File: config.mk
export PLATFORM = sky130hd
export DESIGN_NAME = ysyx_23060025_icache_flat
export DESIGN_NICKNAME = d
export VERILOG_FILES = /design/src/rtl/ysyx_23060025_icache_pkg.sv /design/src/rtl/ysyx_23060025_icache_if.sv /design/src/rtl/ysyx_23060025_icache_array.sv /design/src/rtl/ysyx_23060025_icache.sv /design/src/flat_wrapper.sv
export SDC_FILE = /design/constraint.sdc
export NUM_CORES = 2
export LEC_CHECK = 0
export BUFFER_PORTS_ARGS = -buffer_cell sky130_fd_sc_hd__buf_2
export CAP_MARGIN = 20
export CORE_MARGIN = 1
export CORE_UTILIZATION = 55
export CTS_CLUSTER_DIAMETER = 150
export DETAILED_ROUTE_END_ITERATION = 10
export PLACE_DENSITY = 0.72
export RECOVER_POWER = 50
export SYNTH_ARGS = -nofsm -noshare
export SYNTH_HDL_FRONTEND = slang
export SYNTH_HIERARCHICAL = 1
export SYNTH_SLANG_ARGS = --single-unit
File: constraint.sdc
create_clock -name clock -period 5.1 [get_ports clock]
set_input_delay 0.255 -clock clock [delete_from_list [all_inputs] [get_ports clock]]
set_output_delay 0.255 -clock clock [all_outputs]
set_load 0.005 [all_outputs]
File: src/rtl/ysyx_23060025_icache_pkg.sv
// Shared icache definitions: FSM state encoding, AXI refill constants and line geometry.
package ysyx_23060025_icache_pkg;

    localparam int OFFSET_BITS = 4;   // 16-byte line
    localparam int LINE_WORDS  = 4;

    localparam logic [7:0] AXI_ARLEN     = 8'd3;
    localparam logic [2:0] AXI_ARSIZE    = 3'b010;
    localparam logic [1:0] AXI_ARBURST   = 2'b01;
    localparam logic [1:0] AXI_RESP_OKAY = 2'b00;

    typedef enum logic [2:0] {
        IDLE,
        LOOKUP,
        MISS_AR,
        MISS_R,
        RESP
    } icache_state_e;

endpackage

File: src/rtl/ysyx_23060025_icache_if.sv
// IFU fetch port, fence.i flush and AXI read refill channel of the instruction cache.
interface ysyx_23060025_icache_if #(
    parameter int ADDR_WIDTH = 32
);
    logic [ADDR_WIDTH-1:0] in_paddr;
    logic                  in_psel;
    logic                  in_pready;
    logic [31:0]           in_prdata;
    logic                  flush_i;

    logic                  out_arvalid;
    logic                  out_arready;
    logic [ADDR_WIDTH-1:0] out_araddr;
    logic [7:0]            out_arlen;
    logic [2:0]            out_arsize;
    logic [1:0]            out_arburst;
    logic                  out_rvalid;
    logic                  out_rready;
    logic [31:0]           out_rdata;
    logic [1:0]            out_rresp;
    logic                  out_rlast;

    // The cache side: serves the IFU and masters the AXI read channel.
    modport slave (
        input  in_paddr, in_psel, flush_i,
        output in_pready, in_prdata,
        output out_arvalid, out_araddr, out_arlen, out_arsize, out_arburst,
        input  out_arready,
        input  out_rvalid, out_rdata, out_rresp, out_rlast,
        output out_rready
    );

    // The environment side: IFU plus memory.
    modport master (
        output in_paddr, in_psel, flush_i,
        input  in_pready, in_prdata,
        input  out_arvalid, out_araddr, out_arlen, out_arsize, out_arburst,
        output out_arready,
        output out_rvalid, out_rdata, out_rresp, out_rlast,
        input  out_rready
    );

endinterface

File: src/rtl/ysyx_23060025_icache_array.sv
// Direct-mapped tag/valid/data storage: one async read port, one synchronous write port, flash-clear of valid bits.
module ysyx_23060025_icache_array
    import ysyx_23060025_icache_pkg::*;
#(
    parameter int TAG_BITS   = 24,
    parameter int INDEX_BITS = 4
) (
    input  logic                  clock,
    input  logic                  reset,
    input  logic                  flash_clr,
    input  logic [INDEX_BITS-1:0] rd_index,
    input  logic [1:0]            rd_word,
    output logic                  rd_valid,
    output logic [TAG_BITS-1:0]   rd_tag,
    output logic [31:0]           rd_data,
    input  logic [INDEX_BITS-1:0] wr_index,
    input  logic                  inv_en,
    input  logic                  data_we,
    input  logic [1:0]            wr_word,
    input  logic [31:0]           wr_data,
    input  logic                  tag_we,
    input  logic [TAG_BITS-1:0]   wr_tag
);

    localparam int LINES = 1 << INDEX_BITS;

    logic [LINES-1:0]    valid_q;
    logic [TAG_BITS-1:0] tag_q  [LINES];
    logic [31:0]         data_q [LINES*LINE_WORDS];

    // Installing a tag wins over invalidation; both lose to a flash clear.
    always_ff @(posedge clock) begin
        if (reset || flash_clr) begin
            valid_q <= '0;
        end else if (tag_we) begin
            valid_q[wr_index] <= 1'b1;
        end else if (inv_en) begin
            valid_q[wr_index] <= 1'b0;
        end
    end

    always_ff @(posedge clock) begin
        if (tag_we) begin
            tag_q[wr_index] <= wr_tag;
        end
        if (data_we) begin
            data_q[{wr_index, wr_word}] <= wr_data;
        end
    end

    assign rd_valid = valid_q[rd_index];
    assign rd_tag   = tag_q[rd_index];
    assign rd_data  = data_q[{rd_index, rd_word}];

endmodule

File: src/rtl/ysyx_23060025_icache.sv
// Direct-mapped instruction cache, 16 lines x 16 bytes, AXI INCR-4 refill; hit returns in 2 cycles.
// Optional ICACHE_PERF_CNT_EN adds hit/miss counter outputs.
module ysyx_23060025_icache
    import ysyx_23060025_icache_pkg::*;
#(
    parameter int ADDR_WIDTH = 32,
    parameter int INDEX_BITS = 4
) (
    input  logic                  clock,
    input  logic                  reset,
    ysyx_23060025_icache_if.slave bus
`ifdef ICACHE_PERF_CNT_EN
    ,
    output logic [31:0]           perf_hit_cnt_o,
    output logic [31:0]           perf_miss_cnt_o
`endif
);

    localparam int TAG_BITS = ADDR_WIDTH - OFFSET_BITS - INDEX_BITS;

    icache_state_e state_q, state_d;

    // Byte-within-word bits are never needed, so only the word address is kept.
    logic [ADDR_WIDTH-3:0] paddr_q;
    logic [1:0]            beat_q;
    logic                  err_q;
    logic                  flush_pend_q;
    logic [31:0]           prdata_q;

    logic [TAG_BITS-1:0]   tag_w;
    logic [INDEX_BITS-1:0] index_w;
    logic [1:0]            word_w;

    logic                  rd_valid;
    logic [TAG_BITS-1:0]   rd_tag;
    logic [31:0]           rd_data;
    logic                  hit;

    logic                  flash_clr;
    logic                  inv_en;
    logic                  data_we;
    logic                  tag_we;

    assign tag_w   = paddr_q[ADDR_WIDTH-3 -: TAG_BITS];
    assign index_w = paddr_q[OFFSET_BITS-2 +: INDEX_BITS];
    assign word_w  = paddr_q[1:0];
    assign hit     = rd_valid && (rd_tag == tag_w);

    ysyx_23060025_icache_array #(
        .TAG_BITS   (TAG_BITS),
        .INDEX_BITS (INDEX_BITS)
    ) u_array (
        .clock     (clock),
        .reset     (reset),
        .flash_clr (flash_clr),
        .rd_index  (index_w),
        .rd_word   (word_w),
        .rd_valid  (rd_valid),
        .rd_tag    (rd_tag),
        .rd_data   (rd_data),
        .wr_index  (index_w),
        .inv_en    (inv_en),
        .data_we   (data_we),
        .wr_word   (beat_q),
        .wr_data   (bus.out_rdata),
        .tag_we    (tag_we),
        .wr_tag    (tag_w)
    );

    always_ff @(posedge clock) begin
        if (reset) begin
            state_q <= IDLE;
        end else begin
            state_q <= state_d;
        end
    end

    // A refilled line is invalidated first so an errored burst never leaves stale data marked valid.
    always_comb begin
        state_d   = state_q;
        flash_clr = 1'b0;
        inv_en    = 1'b0;
        data_we   = 1'b0;
        tag_we    = 1'b0;
        unique case (state_q)
            IDLE: begin
                if (bus.flush_i) begin
                    flash_clr = 1'b1;
                end else if (bus.in_psel) begin
                    state_d = LOOKUP;
                end
            end
            LOOKUP: begin
                if (hit) begin
                    state_d = RESP;
                end else begin
                    inv_en  = 1'b1;
                    state_d = MISS_AR;
                end
            end
            MISS_AR: begin
                if (bus.out_arready) begin
                    state_d = MISS_R;
                end
            end
            MISS_R: begin
                if (bus.out_rvalid) begin
                    data_we = 1'b1;
                    if (bus.out_rlast) begin
                        tag_we  = !err_q && (bus.out_rresp == AXI_RESP_OKAY);
                        state_d = RESP;
                    end
                end
            end
            RESP: begin
                flash_clr = flush_pend_q || bus.flush_i;
                state_d   = IDLE;
            end
            default: state_d = IDLE;
        endcase
    end

    always_ff @(posedge clock) begin
        if (reset) begin
            paddr_q      <= '0;
            beat_q       <= 2'd0;
            err_q        <= 1'b0;
            flush_pend_q <= 1'b0;
            prdata_q     <= 32'd0;
        end else begin
            if (state_q == IDLE && !bus.flush_i && bus.in_psel) begin
                paddr_q <= bus.in_paddr[ADDR_WIDTH-1:2];
            end
            if (state_q == LOOKUP) begin
                beat_q <= 2'd0;
                err_q  <= 1'b0;
                if (hit) begin
                    prdata_q <= rd_data;
                end
            end
            if (state_q == MISS_R && bus.out_rvalid) begin
                beat_q <= beat_q + 2'd1;
                if (bus.out_rresp != AXI_RESP_OKAY) begin
                    err_q <= 1'b1;
                end
                if (beat_q == word_w) begin
                    prdata_q <= bus.out_rdata;
                end
            end
            if (state_q == RESP) begin
                flush_pend_q <= 1'b0;
            end else if (state_q != IDLE && bus.flush_i) begin
                flush_pend_q <= 1'b1;
            end
        end
    end

`ifdef ICACHE_PERF_CNT_EN
    always_ff @(posedge clock) begin
        if (reset) begin
            perf_hit_cnt_o  <= 32'd0;
            perf_miss_cnt_o <= 32'd0;
        end else if (state_q == LOOKUP) begin
            if (hit) begin
                perf_hit_cnt_o <= perf_hit_cnt_o + 32'd1;
            end else begin
                perf_miss_cnt_o <= perf_miss_cnt_o + 32'd1;
            end
        end
    end
`endif

    assign bus.in_pready   = (state_q == RESP);
    assign bus.in_prdata   = prdata_q;
    assign bus.out_arvalid = (state_q == MISS_AR);
    assign bus.out_araddr  = {paddr_q[ADDR_WIDTH-3:OFFSET_BITS-2], {OFFSET_BITS{1'b0}}};
    assign bus.out_arlen   = AXI_ARLEN;
    assign bus.out_arsize  = AXI_ARSIZE;
    assign bus.out_arburst = AXI_ARBURST;
    assign bus.out_rready  = (state_q == MISS_R);

endmodule

File: src/flat_wrapper.sv
// flat-port wrapper written by rule: the top's interface ports become plain ports
module ysyx_23060025_icache_flat import ysyx_23060025_icache_pkg::*;
#(
    parameter int ADDR_WIDTH = 32,
    parameter int INDEX_BITS = 4
)
  (clock, reset, bus_in_paddr, bus_in_psel, bus_flush_i, bus_in_pready, bus_in_prdata, bus_out_arvalid, bus_out_araddr, bus_out_arlen, bus_out_arsize, bus_out_arburst, bus_out_arready, bus_out_rvalid, bus_out_rdata, bus_out_rresp, bus_out_rlast, bus_out_rready);
  ysyx_23060025_icache_if #(.ADDR_WIDTH(ADDR_WIDTH)) bus_i ();
  input  logic clock;
  input  logic reset;
  input wire logic [$bits(bus_i.in_paddr)-1:0] bus_in_paddr;
  input wire logic [$bits(bus_i.in_psel)-1:0] bus_in_psel;
  input wire logic [$bits(bus_i.flush_i)-1:0] bus_flush_i;
  output wire logic [$bits(bus_i.in_pready)-1:0] bus_in_pready;
  output wire logic [$bits(bus_i.in_prdata)-1:0] bus_in_prdata;
  output wire logic [$bits(bus_i.out_arvalid)-1:0] bus_out_arvalid;
  output wire logic [$bits(bus_i.out_araddr)-1:0] bus_out_araddr;
  output wire logic [$bits(bus_i.out_arlen)-1:0] bus_out_arlen;
  output wire logic [$bits(bus_i.out_arsize)-1:0] bus_out_arsize;
  output wire logic [$bits(bus_i.out_arburst)-1:0] bus_out_arburst;
  input wire logic [$bits(bus_i.out_arready)-1:0] bus_out_arready;
  input wire logic [$bits(bus_i.out_rvalid)-1:0] bus_out_rvalid;
  input wire logic [$bits(bus_i.out_rdata)-1:0] bus_out_rdata;
  input wire logic [$bits(bus_i.out_rresp)-1:0] bus_out_rresp;
  input wire logic [$bits(bus_i.out_rlast)-1:0] bus_out_rlast;
  output wire logic [$bits(bus_i.out_rready)-1:0] bus_out_rready;
  assign bus_i.in_paddr = bus_in_paddr;
  assign bus_i.in_psel = bus_in_psel;
  assign bus_i.flush_i = bus_flush_i;
  assign bus_in_pready = bus_i.in_pready;
  assign bus_in_prdata = bus_i.in_prdata;
  assign bus_out_arvalid = bus_i.out_arvalid;
  assign bus_out_araddr = bus_i.out_araddr;
  assign bus_out_arlen = bus_i.out_arlen;
  assign bus_out_arsize = bus_i.out_arsize;
  assign bus_out_arburst = bus_i.out_arburst;
  assign bus_i.out_arready = bus_out_arready;
  assign bus_i.out_rvalid = bus_out_rvalid;
  assign bus_i.out_rdata = bus_out_rdata;
  assign bus_i.out_rresp = bus_out_rresp;
  assign bus_i.out_rlast = bus_out_rlast;
  assign bus_out_rready = bus_i.out_rready;
  ysyx_23060025_icache #(.ADDR_WIDTH(ADDR_WIDTH), .INDEX_BITS(INDEX_BITS)) u_core (.clock(clock), .reset(reset), .bus(bus_i));
endmodule
# Word level (Yosys, flattened, before mapping)

Memories as Yosys holds them, arrays and structs flattened. A register that Yosys moved wholly into a read port is not among the register bits.
Index checks and enable logic that the tools add are counted.

$add $sub $neg: 1
Order comparisons: 2
Eq/ne operators: 11
Muxes and demuxes: 39
Bitwise logic cells: 3
Reduce and logical (&&, ||, !) cells: 19

Operators with widths:

| kind                                                                          | number |
|---|---|
| 32-bit two-way mux                                                            | 4 |
| 16-bit two-way mux                                                            | 2 |
| 24-bit == test                                                                | 1 |
| 3-bit two-way mux                                                             | 6 |
| 1-bit two-way mux                                                             | 17 |
| 16-bit bitwise AND                                                            | 1 |
| 16-bit NOT                                                                    | 1 |
| 16-bit OR                                                                     | 1 |
| 6-bit two-way mux                                                             | 2 |
| 3-bit one-hot mux with 4 select lines                                         | 1 |
| 4-bit two-way mux                                                             | 2 |
| 2-bit != test (second input constant)                                         | 4 |
| 1-bit logical AND                                                             | 7 |
| 3-bit by 2-bit == test with 1-bit output (second input constant)              | 2 |
| 2-bit nonzero test                                                            | 3 |
| 4-bit by 5-bit less-than comparator with 1-bit output (second input constant) | 1 |
| 5-bit AND reduction                                                           | 1 |
| 1-bit binary-select mux with 4-bit select                                     | 1 |
| 1-bit demux with 4-bit select                                                 | 1 |
| 4-bit by 1-bit >= comparator with 1-bit output (second input constant)        | 1 |
| 2-bit two-way mux                                                             | 2 |
| 3-bit by 1-bit == test with 1-bit output (second input constant)              | 1 |
| 3-bit == test (second input constant)                                         | 1 |
| 3-bit zero test                                                               | 1 |
| other kinds (9)                                                               | 11 |

Flip-flop bits (word level): 85
Bits in writable memories: 2432
Input port bits: 73
Output and inout bits: 80
Word-level logic and storage cells: 84
Memories: 2

Memory list:

| memory                | words | bits a word | rd ports | clocked after memory_dff | wr ports | line                             | source |
|---|---|---|---|---|---|---|---|
| u_core.u_array.data_q | 64    | 32          | 1        | 1                        | 1        | ysyx_23060025_icache_array.sv:29 | `logic [31:0] data_q [LINES*LINE_WORDS];` |
| u_core.u_array.tag_q  | 16    | 24          | 1        | 1                        | 1        | ysyx_23060025_icache_array.sv:28 | `logic [TAG_BITS-1:0] tag_q [LINES];` |

# Logic depth before layout (Yosys ltp)

Word-level depth: 8
Gate-level depth with buffers: 17
Mapped depth without buffers: 11

# Cells and area by module

The synthesis kept the hierarchy.

Modules (own cells, without submodules):

| module                     | instances | cells an instance | area an instance (um2) | sequential area each (um2) |
|---|---|---|---|---|
| ysyx_23060025_icache_array | 1         | 3907              | 92592.6                | 73350.3 |
| ysyx_23060025_icache       | 1         | 499               | 3849.9                 | 1381.3 |

# Least setup slack after synthesis

No wires, ideal clock.

Path type: reg-to-reg
From: register u_core.paddr_q[3]
To: register (tool-made name)
Library setup time: 68 ps
Arrival: 4082 ps
Data required time: 5032 ps
Setup slack: 950 ps
Cell stages (with the launch flop): 18
Path buffers: 6
Clock period less this slack: 4150 ps
Path through: dfxtp_1 -> buf_2 -> buf_2 -> clkbuf_1 -> mux4_2 -> mux4_2 -> xnor2_1 -> nand3_2 -> or3_4 -> buf_6 -> clkbuf_1 -> o31ai_1 -> inv_1 -> nand2b_1 -> clkbuf_1 -> o21a_1 -> nor2_1 -> nor2_1

RTL lines:

| item                   | line                        | source |
|---|---|---|
| from (decl)            | ysyx_23060025_icache.sv:24  | `logic [ADDR_WIDTH-3:0] paddr_q;` |
| from (signal assigned) | ysyx_23060025_icache.sv:132 | `paddr_q <= bus.in_paddr[ADDR_WIDTH-1:2];` |

# Final worst setup path

From: register u_core.paddr_q[3]
To: register u_core.prdata_q[15], in the netlist u_core/bus.in_prdata[15]

Cells in the longest elaborated chain, start to end: 7

RTL lines:

| item                                          | line                             | source |
|---|---|---|
| 1-bit binary-select mux with 4-bit select (*) | ysyx_23060025_icache_array.sv:51 | `assign rd_valid = valid_q[rd_index];` |
| 1-bit two-way mux (not written as such) (*)   | ysyx_23060025_icache_array.sv:51 |  |
| 1-bit logical AND (*)                         | ysyx_23060025_icache.sv:47       | `assign hit = rd_valid && (rd_tag == tag_w);` |
| 32-bit two-way mux (*)                        | ysyx_23060025_icache.sv:137      | `if (hit) begin` |
| 32-bit two-way mux (*)                        | ysyx_23060025_icache.sv:134      | `if (state_q == LOOKUP) begin` |
| 32-bit two-way mux                            | ysyx_23060025_icache.sv:146      | `if (beat_q == word_w) begin` |
| 32-bit two-way mux (*)                        | ysyx_23060025_icache.sv:141      | `if (state_q == MISS_R && bus.out_rvalid) begin` |
| to (signal assigned)                          | ysyx_23060025_icache.sv:138      | `prdata_q <= rd_data;` |
| to (signal assigned)                          | ysyx_23060025_icache.sv:147      | `prdata_q <= bus.out_rdata;` |
| to (decl)                                     | ysyx_23060025_icache.sv:28       | `logic [31:0] prdata_q;` |

Every way passes the cells marked *; elsewhere a longest branch is shown, timed or not. The select of a mux whose other input is x is not followed.
A chain may end at the register's enable or synchronous reset.

==> flow_summary.html <==
<table>
<tr><th>Metric</th><th>Value</th></tr>
<tr><th colspan="2">Placed design</th></tr>
<tr><td>Post-placement setup slack</td><td>0.571 ns</td></tr>
<tr><td># port buffers</td><td>133</td></tr>
<tr><td>Half-perimeter wire length after placement</td><td>136000 um</td></tr>
<tr><td>Final Wtd Congestion</td><td>0.864</td></tr>
<tr><th colspan="2">Timing</th></tr>
<tr><td>Fin Hold WS</td><td>0.142 ns</td></tr>
<tr><td>Part of the cycle the worst path needs</td><td>88.0%</td></tr>
<tr><td>Worst clock skew</td><td>0.102 ns</td></tr>
<tr><td>Max Slew Vio Count</td><td>2119</td></tr>
<tr><td>Setup repair after global routing missed its margin</td><td>no</td></tr>
<tr><td>Worst-case headroom to the max-slew limit</td><td>-146%</td></tr>
<tr><td>Crit path time final</td><td>4.49 ns</td></tr>
<tr><td>Final-report setup violation count</td><td>0</td></tr>
<tr><td>Total Negative Setup Slacks</td><td>0 ns</td></tr>
<tr><td>Pin slew with the least headroom to its limit</td><td>3.68 ns</td></tr>
<tr><td>Highest attainable clock frequency</td><td>223 MHz</td></tr>
<tr><td>Hold Fails Final Rpt</td><td>0</td></tr>
<tr><td>Smallest setup slack after layout</td><td>0.611 ns</td></tr>
<tr><th colspan="2">CTS</th></tr>
<tr><td>Clock sink total</td><td>2517</td></tr>
<tr><td>Insertion delay of the later-clocked pin in the worst-skew pair</td><td>0.89 ns</td></tr>
<tr><td>CTS Buffer Depth</td><td>3</td></tr>
<tr><td># Post-CTS Setup Buffers</td><td>0</td></tr>
<tr><td>Number of H-tree branching levels</td><td>4</td></tr>
<tr><td>Quantity of gates resized following cts</td><td>0</td></tr>
<tr><td>Clock tree from TritonCTS</td><td>built</td></tr>
<tr><td>CTS Hold Buffers Added</td><td>46</td></tr>
<tr><td>Number of CTS-inserted buffers</td><td>235</td></tr>
<tr><td>Clock slew seen by the registers of the worst setup and hold paths</td><td>0.06 ns</td></tr>
<tr><td>Clock root buffer master</td><td>sky130_fd_sc_hd__clkbuf_16</td></tr>
<tr><th colspan="2">Setup path</th></tr>
<tr><td>Category of the critical setup timing path</td><td>reg -&gt; reg</td></tr>
<tr><td>Max FO, Critical Path</td><td>47</td></tr>
<tr><td>Critical Path AT</td><td>5.24 ns</td></tr>
<tr><td>Element type at the critical path end</td><td>flop</td></tr>
<tr><td>Data required time at the worst endpoint</td><td>5.85 ns</td></tr>
<tr><td>Reg2Reg Capture Point</td><td>u_core/bus.in_prdata[15]$_SDFF_PP0_</td></tr>
<tr><td>Depth of the worst register-to-register path</td><td>9</td></tr>
<tr><td>Nature of the critical path startpoint</td><td>flop</td></tr>
<tr><td>Register-to-Register Setup Slack</td><td>0.61 ns</td></tr>
<tr><td>Worst R2R Start</td><td>u_core/paddr_q[3]$_SDFFE_PP0P_</td></tr>
<tr><th colspan="2">Cells and area</th></tr>
<tr><td>Register Area</td><td>74800 um2</td></tr>
<tr><td>Area used by multi-input combinational logic</td><td>20700 um2</td></tr>
<tr><td>Area overhead of the layout relative to synthesis</td><td>13.6%</td></tr>
<tr><td>Layout filler cell count</td><td>11300</td></tr>
<tr><td>Final layout net count</td><td>4849</td></tr>
<tr><td>Proportion of layout cells with a drive suffix above 1</td><td>27.8%</td></tr>
<tr><th colspan="2">Floorplanning</th></tr>
<tr><td>Top Ports</td><td>153</td></tr>
<tr><td>Width of the die</td><td>421 um</td></tr>
<tr><td>Core Footprint</td><td>174000 um2</td></tr>
<tr><td>Die area</td><td>177000 um2</td></tr>
<tr><td>Initial core utilization</td><td>55.4%</td></tr>
<tr><td>Number of rows in the core area</td><td>153</td></tr>
<tr><td>Die Ht</td><td>421 um</td></tr>
<tr><th colspan="2">Yosys</th></tr>
<tr><td>Number of synthesis warnings</td><td>6</td></tr>
<tr><td>Top area cells in the synthesized netlist</td><td>sky130_fd_sc_hd__edfxtp_1 76%, sky130_fd_sc_hd__mux4_2 15%, sky130_fd_sc_hd__dfxtp_1 1.8%, sky130_fd_sc_hd__nor2_1 0.69%, sky130_fd_sc_hd__a22oi_1 0.64%</td></tr>
<tr><td>Average instance area after synthesis</td><td>21.9 um2</td></tr>
<tr><td>Most frequent cells after synthesis</td><td>2432 x sky130_fd_sc_hd__edfxtp_1, 637 x sky130_fd_sc_hd__mux4_2, 177 x sky130_fd_sc_hd__nor2_1</td></tr>
<tr><td>Proportion of register bits with asynchronous set or reset after synthesis</td><td>0%</td></tr>
<tr><td>Cell taking the most area after synthesis</td><td>sky130_fd_sc_hd__edfxtp_1</td></tr>
<tr><td>Netlist area before placement</td><td>96400 um2</td></tr>
<tr><td>Synthesized flop and latch total</td><td>2517</td></tr>
<tr><td>Most used flip-flop cell after synthesis</td><td>sky130_fd_sc_hd__edfxtp_1</td></tr>
<tr><td>Netlist cell types</td><td>52</td></tr>
<tr><td>Most frequent cell after synthesis</td><td>sky130_fd_sc_hd__edfxtp_1</td></tr>
<tr><td>Number of flops mapped to enable cells by yosys</td><td>2432</td></tr>
<tr><td>Sequential element share of the synthesized area</td><td>77.5%</td></tr>
<tr><td>Post-synth top area share</td><td>75.7%</td></tr>
<tr><td>Synth Instances</td><td>4406</td></tr>
<tr><th colspan="2">Routing</th></tr>
<tr><td>Average wire per standard cell</td><td>33.7 um</td></tr>
<tr><td>Antenna violation net count after detailed routing</td><td>0</td></tr>
<tr><td>Final wirelength</td><td>246000 um</td></tr>
<tr><td>Total DRC errors in the routed layout</td><td>0</td></tr>
<tr><td>Count of vias placed by the detailed router</td><td>48600</td></tr>
<tr><td>First DRT Iteration DRCs</td><td>6420</td></tr>
<tr><td>Number of vias per cell</td><td>6.63</td></tr>
<tr><td>Length of the first detailed-routing pass in iterations</td><td>5</td></tr>
<tr><th colspan="2">Min path</th></tr>
<tr><td>Launch instance of the worst min-delay path</td><td>bus_in_psel</td></tr>
<tr><td>Min-Delay Path Depth</td><td>5</td></tr>
<tr><td>Worst Hold Path EP</td><td>u_core/paddr_q[1]$_SDFFE_PP0P_</td></tr>
<tr><td>Hold Path Class</td><td>in -&gt; reg</td></tr>
<tr><th colspan="2">GRT</th></tr>
<tr><td>First-pass GRT wire length</td><td>348000 um</td></tr>
<tr><td>Final global-route overflow total</td><td>0</td></tr>
<tr><td>Via count of the first global-routing pass</td><td>48700</td></tr>
<tr><td>Aggregate global-route resource usage</td><td>28.2%</td></tr>
<tr><td>Initial antenna violation count</td><td>13</td></tr>
<tr><td>Pin count of the biggest net entering global routing</td><td>103</td></tr>
<tr><th colspan="2">Power</th></tr>
<tr><td>Power per unit of standard cell area</td><td>388 nW/um2</td></tr>
<tr><td>Leakage component of the power</td><td>33.7 nW</td></tr>
<tr><td>Power consumption</td><td>42.4 mW</td></tr>
<tr><td>Maximum ir drop on the vdd rail</td><td>336 uV</td></tr>
<tr><th colspan="2">Outcome</th></tr>
<tr><td>Violated checks</td><td>max-capacitance violations, max-slew violations</td></tr>
<tr><td>Outcome</td><td>finished with violations</td></tr>
<tr><th colspan="2">Job</th></tr>
<tr><td>Max-cap violations</td><td>34</td></tr>
</table>
==> state kept, by name, summed over array words and instances (netlist names), named ones only <==
signal / flops
u_core/beat_q: 2
u_core/bus.in_prdata: 32
u_core/err_q: 1
u_core/flush_pend_q: 1
u_core/paddr_q: 30
u_core/state_q: 3
u_core/u_array/data_q: 2048
u_core/u_array/tag_q: 384
==> per-stage QoR <==
step,std cells,area [um2],utilization [%]
6_report,7320,110000,62.9
2_1_floorplan,4421,96500,-
3_3_place_gp,6817,101000,58.3
5_1_grt,7311,109000,62.9
3_5_place_dp,6817,101000,58.3
4_1_cts,7309,110000,63.0
==> worst max-delay path: stages, from the launching register on <==
cell	delay, ns
sky130_fd_sc_hd__dfxtp_4	0.80
sky130_fd_sc_hd__buf_4	0.41
sky130_fd_sc_hd__mux4_2	0.38
sky130_fd_sc_hd__mux4_2	0.48
sky130_fd_sc_hd__xor2_1	0.18
sky130_fd_sc_hd__nor4_1	0.63
sky130_fd_sc_hd__nand2_2	0.31
sky130_fd_sc_hd__buf_12	0.26
sky130_fd_sc_hd__or4_1	0.53
sky130_fd_sc_hd__a311oi_1	0.35
==> how the worst max path moves through the flow <==
stage | depth (start not counted) | slack, ns | endpoint | startpoint
after CTS | 9 | 0.52 | u_core/bus.in_prdata[15]$_SDFF_PP0_ | u_core/paddr_q[2]$_SDFFE_PP0P_
after detailed placement | 9 | 0.57 | u_core/bus.in_prdata[15]$_SDFF_PP0_ | u_core/paddr_q[2]$_SDFFE_PP0P_
after floorplan | 17 | 0.95 | flop | u_core/paddr_q[3]$_SDFFE_PP0P_
final | 9 | 0.61 | u_core/bus.in_prdata[15]$_SDFF_PP0_ | u_core/paddr_q[3]$_SDFFE_PP0P_
after global routing | 9 | 0.46 | u_core/bus.in_prdata[15]$_SDFF_PP0_ | u_core/paddr_q[2]$_SDFFE_PP0P_
after global placement | 9 | 0.66 | u_core/bus.in_prdata[17]$_SDFF_PP0_ | u_core/paddr_q[2]$_SDFFE_PP0P_
==> layer usage <==
| layer | track usage (%) | vias up | part of all wire, % |
|---|---|---|---|
| li1 | - | 19400 | - |
| met1 | 37.5 | 25800 | 36 |
| met2 | 45.1 | 2876 | 48 |
| met3 | 6.19 | 521 | 11 |
| met4 | 12.7 | 14 | 5.0 |
| met5 | 0 | - | 0.041 |
==> power by group <==
part | switching (mW) | internal [mW] | leakage [nW]
clock network | 7.64 | 9.77 | 3.76
registers | 0.116 | 22.7 | 22.9
logic | 1.37 | 0.826 | 7.09
==> kinds of logic (layout without fill, tap and decap cells) <==
logic type,Yosys count,count (layout),synth area share [%]
compound gates,429,429,3.34
other cells,2,27,0.00779
xor+xnor,23,23,0.209
flops,2517,2517,77.5
buf+inv,340,904,1.74
simple gates,425,425,1.99
mux,670,670,15.2
==> placed cells by master, fill, tap and decap left out, types with 30 or more instances in the layout <==
cell type	n
sky130_fd_sc_hd__buf_12	36
sky130_fd_sc_hd__clkinv_1	52
sky130_fd_sc_hd__buf_2	89
sky130_fd_sc_hd__nor2_4	79
sky130_fd_sc_hd__mux4_2	637
sky130_fd_sc_hd__mux2i_1	33
sky130_fd_sc_hd__clkbuf_16	235
sky130_fd_sc_hd__a21oi_1	75
sky130_fd_sc_hd__a221oi_1	62
sky130_fd_sc_hd__dlygate4sd3_1	46
sky130_fd_sc_hd__buf_4	180
sky130_fd_sc_hd__nor2_1	99
sky130_fd_sc_hd__o31ai_1	33
sky130_fd_sc_hd__o22ai_1	30
sky130_fd_sc_hd__nand2_1	138
sky130_fd_sc_hd__a22oi_1	82
sky130_fd_sc_hd__edfxtp_1	2432
sky130_fd_sc_hd__dfxtp_1	79
sky130_fd_sc_hd__clkbuf_1	128
sky130_fd_sc_hd__clkinv_2	45
sky130_fd_sc_hd__o221ai_1	53
==> final cells by class <==
class                   instances  area share (%)
repair buffers                429            2.99
diodes                         10          0.0228
clock buffers                 298            5.70
well taps                    2325            2.66
flip-flops and latches       2517            68.3
inverters                      29          0.0994
clock inverters               148            1.37
multi-input cells            1564            18.9
No activity file was read; power rests on OpenSTA's default activity.
